### src/rtl/fifo_pkg.sv
// Shared constants and Gray-code helpers for the asynchronous FIFO pointer blocks.
// Both the write-side and read-side pointer controllers use these functions.
package fifo_pkg;

  localparam int unsigned DEF_ADDR_WIDTH = 4;
  localparam int unsigned DEF_DEPTH      = 2 ** DEF_ADDR_WIDTH;

  // Functions work on 32 bits; zero-extended inputs convert correctly in their low bits.
  function automatic logic [31:0] bin2gray(input logic [31:0] bin);
    return (bin >> 1) ^ bin;
  endfunction

  function automatic logic [31:0] gray2bin(input logic [31:0] gray);
    logic [31:0] bin;
    bin[31] = gray[31];
    for (int i = 30; i >= 0; i--) begin
      bin[i] = bin[i+1] ^ gray[i];
    end
    return bin;
  endfunction

endpackage

### src/rtl/fifo_wr_ptr_ctrl.sv
// Write-side pointer and status controller of the async FIFO (wr_clk domain).
// Define FIFO_WR_AFULL_EN to build the fill-level and almost-full logic.
module fifo_wr_ptr_ctrl
  import fifo_pkg::*;
#(
  parameter int unsigned ADDR_WIDTH   = DEF_ADDR_WIDTH,
  parameter int unsigned AFULL_THRESH = 12
) (
  input  logic                  wr_clk,
  input  logic                  wr_rst,
  input  logic                  wr_en,
  input  logic                  wr_ovf_clr,
  input  logic [ADDR_WIDTH:0]   r2w_rd_ptr,
  output logic [ADDR_WIDTH-1:0] wr_addr,
  output logic [ADDR_WIDTH:0]   wr_ptr,
  output logic                  wr_full,
  output logic                  wr_afull,
  output logic [ADDR_WIDTH:0]   wr_level,
  output logic                  wr_ovf
);

  localparam int unsigned PW = ADDR_WIDTH + 1;

  if (ADDR_WIDTH < 2 || AFULL_THRESH < 1 || AFULL_THRESH > 2 ** ADDR_WIDTH) begin : g_param_err
    $error("fifo_wr_ptr_ctrl: illegal ADDR_WIDTH/AFULL_THRESH");
  end

  logic [PW-1:0] bin_q, bin_d;
  logic [PW-1:0] gry_q, gry_d;
  logic          full_q, full_d;
  logic          ovf_q, ovf_d;
  logic          wr_inc;
  logic [PW-1:0] full_cmp;

  always_comb begin
    wr_inc   = wr_en & ~full_q;
    bin_d    = bin_q + {{ADDR_WIDTH{1'b0}}, wr_inc};
    gry_d    = PW'(bin2gray(32'(bin_d)));
    // Full when the next write pointer is one lap ahead of the synchronized read pointer.
    full_cmp = {~r2w_rd_ptr[ADDR_WIDTH:ADDR_WIDTH-1], r2w_rd_ptr[ADDR_WIDTH-2:0]};
    full_d   = (gry_d == full_cmp);
    if (wr_en && full_q) begin
      ovf_d = 1'b1;
    end else if (wr_ovf_clr) begin
      ovf_d = 1'b0;
    end else begin
      ovf_d = ovf_q;
    end
  end

  always_ff @(posedge wr_clk or negedge wr_rst) begin
    if (!wr_rst) begin
      bin_q  <= '0;
      gry_q  <= '0;
      full_q <= 1'b0;
      ovf_q  <= 1'b0;
    end else begin
      bin_q  <= bin_d;
      gry_q  <= gry_d;
      full_q <= full_d;
      ovf_q  <= ovf_d;
    end
  end

  assign wr_addr = bin_q[ADDR_WIDTH-1:0];
  assign wr_ptr  = gry_q;
  assign wr_full = full_q;
  assign wr_ovf  = ovf_q;

`ifdef FIFO_WR_AFULL_EN
  logic [PW-1:0] rd_bin_s;
  logic [PW-1:0] level_q, level_d;
  logic          afull_q, afull_d;

  // Level uses the lagging read pointer, so it can only over-estimate the fill.
  always_comb begin
    rd_bin_s = PW'(gray2bin(32'(r2w_rd_ptr)));
    level_d  = bin_d - rd_bin_s;
    afull_d  = (32'(level_d) >= AFULL_THRESH);
  end

  always_ff @(posedge wr_clk or negedge wr_rst) begin
    if (!wr_rst) begin
      level_q <= '0;
      afull_q <= 1'b0;
    end else begin
      level_q <= level_d;
      afull_q <= afull_d;
    end
  end

  assign wr_level = level_q;
  assign wr_afull = afull_q;
`else
  assign wr_level = '0;
  assign wr_afull = 1'b0;
`endif

endmodule

### config.mk
export PLATFORM = sky130hd
export DESIGN_NAME = fifo_wr_ptr_ctrl
export DESIGN_NICKNAME = d
export VERILOG_FILES = /design/src/rtl/fifo_pkg.sv /design/src/rtl/fifo_wr_ptr_ctrl.sv
export SDC_FILE = /design/constraint.sdc
export NUM_CORES = 1
export LEC_CHECK = 0
export ABC_AREA = 1
export BUFFER_PORTS_ARGS = -buffer_cell sky130_fd_sc_hd__buf_2
export CAP_MARGIN = 0
export CORE_MARGIN = 3
export CORE_UTILIZATION = 35
export DETAILED_ROUTE_END_ITERATION = 12
export HOLD_SLACK_MARGIN = 0.05
export SLEW_MARGIN = 5
export SYNTH_ARGS = -nofsm -noshare
export SYNTH_HDL_FRONTEND = slang
export SYNTH_SLANG_ARGS = --single-unit
### constraint.sdc
create_clock -name wr_clk -period 1.9 [get_ports wr_clk]
set_input_delay 0.285 -clock wr_clk [delete_from_list [all_inputs] [get_ports wr_clk]]
set_output_delay 0.285 -clock wr_clk [all_outputs]
set_load 0.005 [all_outputs]
======== Yosys cells after proc, flatten, opt, wreduce, memory -nomap -nowiden ========
Index checks and enable logic that the tools add are counted.
word-level totals
  input port bits ......................... 9
  memories kept ........................... 0
  bits in read-only memories .............. 0
  memory bits (writable) .................. 0
  bits in latches ......................... 0
  register bits after elaboration ......... 12
  word-level logic and storage cells ...... 14
  output and inout bits ................... 17
cells by class
  add/sub/neg operators ................... 1
  order comparisons ....................... 0
  bitwise logic cells ..................... 4
  multiplexer cells ....................... 2
  equality and inequality tests ........... 1
  reduce and logical (&&, ||, !) cells .... 2
  $mul .................................... 0
  div/mod/pow operators ................... 0
  shifts and indexed selects .............. 0
operators by type and width
  kind               number
  $add 5x1->5        1
  $eq 5x5->1         1
  $xor 4x5->5        1
  $mux 1             2
  $not 2->2          1
  $reduce_bool 2->1  1
  $and 1x1->1        1
  $logic_and 1x1->1  1
  $not 1->1          1

======== Logic depth before layout (Yosys ltp) ========
  depth in word-level cells ............... 5
  mapped depth ............................ 13
  gate-level depth less buffers ........... 13

======== Least setup slack after synthesis ========
Ideal clock, no wire load.
  path type ............................... flip-flop to flip-flop
  start point ............................. reg full_q, in the netlist wr_full
  end point ............................... reg full_q, in the netlist wr_full
  stages on the path, launching flop included .. 13
  library setup time ...................... 71 ps
  arrival ................................. 1535 ps
  period minus slack after synthesis ...... 1606 ps
  required time ........................... 1829 ps
  slack ................................... 294 ps
  cell sequence ........................... dfrtp_1 nor2_1 ha_1 ha_1 inv_1 nand2_1 nand2_1 nand2_1 nand2_1 nand3_1 nor2_1 nand2_1 nor2_1
between the ends
  word-level cells in the longest chain between the ends .. 5
RTL lines
  item                      line                    RTL
  start: declaration        fifo_wr_ptr_ctrl.sv:30  logic full_q, full_d;
  start signal: assignment  fifo_wr_ptr_ctrl.sv:60  full_q <= full_d;
  $not 1->1                 fifo_wr_ptr_ctrl.sv:36  wr_inc = wr_en & ~full_q;
  $and 1x1->1               fifo_wr_ptr_ctrl.sv:36
  $add 5x1->5               fifo_wr_ptr_ctrl.sv:37  bin_d = bin_q + {{ADDR_WIDTH{1'b0}}, wr_inc};
  named net bin_d[1]        fifo_wr_ptr_ctrl.sv:28  logic [PW-1:0] bin_q, bin_d;
  $xor 4x5->5               fifo_pkg.sv:10          return (bin >> 1) ^ bin;
  named net gry_d[0]        fifo_wr_ptr_ctrl.sv:29  logic [PW-1:0] gry_q, gry_d;
  $eq 5x5->1                fifo_wr_ptr_ctrl.sv:41  full_d = (gry_d == full_cmp);
  named net full_d          fifo_wr_ptr_ctrl.sv:30
The timed path passes the listed nets, and every way through them passes these cells.
A chain may end at the register's enable or synchronous reset.

======== Worst setup path after layout ========
Same ends and word-level chain as after synthesis.

==> flow_summary.toml <==
[layout]
n_fill_cell = 175
nets = 121
fin_util_pct = 49.1
stdcell_count = 133
diodes = 0
area_growth_pct = 24.4
seq_area_um2 = 275
multi_input_comb_area_um2 = 290
layout-drive-gt1-share_pct = 30.3

[pwr]
ir_worst_vdd_uv = 748
leakage_nw = 0.460
powerDensity_nw_per_um2 = 1660

[timing]
setup_slack_ns = 0.156
whs_ns = 0.223
finalCritPeriodShare_pct = 91.8
skew_ns = 0.00664
slew_viol_final = 0
hold_violations = 0
layout_min_cycle_time_ns = 1.74
setup_viol = 0
max_freq_ghz = 0.573

[detailed_routing]
firstDrtPassIters = 4
drc_errors = 0
drt_iter0_markers = 11
avgViaCountPerCell = 4.24
via_count = 564
antenna_left = 0
post_drt_wl_per_cell_um = 9.61
routed_wirelength_um = 1280

[global_routing]
grt_max_degree = 12
track_usage_pct = 11.8
antenna_found_initial = 0
gr-total-overflow = 0
first_global_vias = 503
grt_pass1_wl_um = 2100

[logic_synthesis]
synth_top_area_share_pct = 43.3
synth_top_area_cell = "dfrtp_1"
synth_cell_types = 14
synthCells = 84
synth_top_cells_by_count = "26 x nand2_1, 11 x dfrtp_1, 11 x inv_1, 11 x nand3_1, 6 x buf_4"
ys_seq_elements = 11
synth_seq_area_share_pct = 43.3
synth-edff-count = 0
async_flop_share_pct = 100
yosysWarnings = 0
synth-main-ff-cell = "dfrtp_1"
yosysMostFrequentCell = "nand2_1"
synth.area.top_cells = "dfrtp_1 43%, nand2_1 15%, nand3_1 8.7%"
avgSynthCellArea_um2 = 7.57
synthesis.area_um2 = 636

[critical_path]
rr_startpoint = "wr_full"
critical_path_class = "register to register"
cp_cell_sequence = "nor2_1, ha_2, ha_1, inv_1, nand2_1, nand2_1, nand2_1, nand2_1, nand3_1, nor2_2, nand2_1, nor2_1"
start_kind = "register"
cp-startpoint = "wr_full"
end_kind = "register"
critPathRequiredTime_ns = 2.09
cp_common_cell = "nand2_1"
cpPeakStageDelay_ns = 0.38
slowest_stage = "dfrtp_1"
arrival_ns = 1.94
critPathMaxFanout = 3

[floorplanning]
io_pins = 26
start_util_pct = 39.4
row_count = 14
dieArea_um2 = 2360
core_um2 = 1610
fp.dieH_um = 48.6
die_x_um = 48.6

[placement]
place_hpwl_um = 1060
dp.cells = 127
place.port_buffers = 19
gp_congestion = 0.778
pre_cts_slack_ns = 0.0736

[clock_network]
h-tree-depth = 1
clockBufferDepth = 2
cts_sinks = 11
insertion_delay_ns = 0.27
numCtsBuffers = 3
cts-root-buf = "clkbuf_4"
clk_pin_slew_ns = 0.06
cts_tree = "done"

[job]
cap_violations = 0

[hold_path]
hold_path_class = "input port to register"
hold_path_startpoint = "wr_ovf_clr"

[status]
status = "finished, final reports clean"
[layout by cell type, fill, tap and decap left out, types with 3 or more instances in the layout]
| cell type | netlist | final |
|---|---|---|
| buf_2 | 0 | 19 |
| clkbuf_4 | 0 | 3 |
| conb_1 | 1 | 6 |
| dfrtp_1 | 11 | 11 |
| inv_1 | 11 | 11 |
| nand2_1 | 26 | 26 |
| nand2_2 | 4 | 4 |
| nand3_1 | 11 | 11 |
| nand4_1 | 3 | 3 |
[worst max-delay path: cells and delay by family (launching register included)]
kind          cells  cell delay, ns
fa+ha+maj         2            0.45
buf+inv           1            0.10
simple gates      9            0.74
flops             1            0.38
[flip-flops by register name, indices dropped and copies added (netlist names)]
register,count
bin_q,5
wr_full,1
wr_ptr,4
wr_ovf,1
[stage by stage]
| stage | total power (W) | setup TNS, ns | cell area (µm²) |
|---|---|---|---|
| 6_report | 0.00131 | 0 | 791 |
| 5_1_grt | 0.00145 | -0.0381 | 791 |
| 4_1_cts | 0.00131 | 0 | 778 |
| 3_5_place_dp | 0.00115 | 0 | 742 |
| 3_3_place_gp | 0.00112 | 0 | 742 |
| 2_1_floorplan | 0.000904 | 0 | 654 |
[worst paths after layout]
path / cells after the start / slack [ns] / end
worst max-delay path: 12 / 0.16 / wr_full
worst min-delay path: 2 / 0.22 / wr_ovf
worst max register to register: 12 / 0.16 / wr_full
worst min register to register: 2 / 0.51 / wr_ovf
max in group asynchronous: 2 / 1.28 / wr_ptr[0]
min in group asynchronous: 2 / 0.41 / bin_q[2]
[final cells by class]
| type | instances | area share [%] |
|---|---|---|
| Clock buffer | 4 | 3.32 |
| Sequential cell | 11 | 34.8 |
| Tap cell | 24 | 3.80 |
| Timing Repair Buffer | 22 | 15.2 |
| Inverter | 13 | 6.17 |
| Multi-Input combinational cell | 59 | 36.7 |
[repair_timing]
action                                  4_1_cts  5_1_grt
resized for setup                             0        2
hold buffers                                  1        0
buffers inserted                              0        1
endpoints found under the setup margin        0        1
endpoints found under the hold margin        11        0
[routing by layer]
| layer | up-vias | wire length (µm) | GRT usage, % |
|---|---|---|---|
| met3 | 4 | 82 | 3.37 |
| li1 | 301 | - | - |
| met5 | - | 0 | 0 |
| met4 | 0 | 50 | 9.95 |
| met2 | 19 | 605 | 18.8 |
| met1 | 240 | 540 | 13.0 |
[power by group]
part / leakage, nW / internal (W) / switching, W / total (W)
Clock: 0.0150 / 0.0000812 / 0.0000762 / 0.000157
Sequential: 0.132 / 0.000345 / 0.0000741 / 0.000419
Combinational: 0.313 / 0.000301 / 0.000436 / 0.000737
Total: 0.460 / 0.000727 / 0.000587 / 0.00131
[logic make-up after synthesis]
logic type | Yosys count | synth area share (%)
and+or+nand+nor | 50 | 36.6
buffers and inverters | 19 | 14.8
DFF | 11 | 43.3
adders and majority gates | 2 | 3.94
AOI/OAI and AO/OA | 1 | 0.787
other | 1 | 0.590
(Power assumes the default switching activity.)
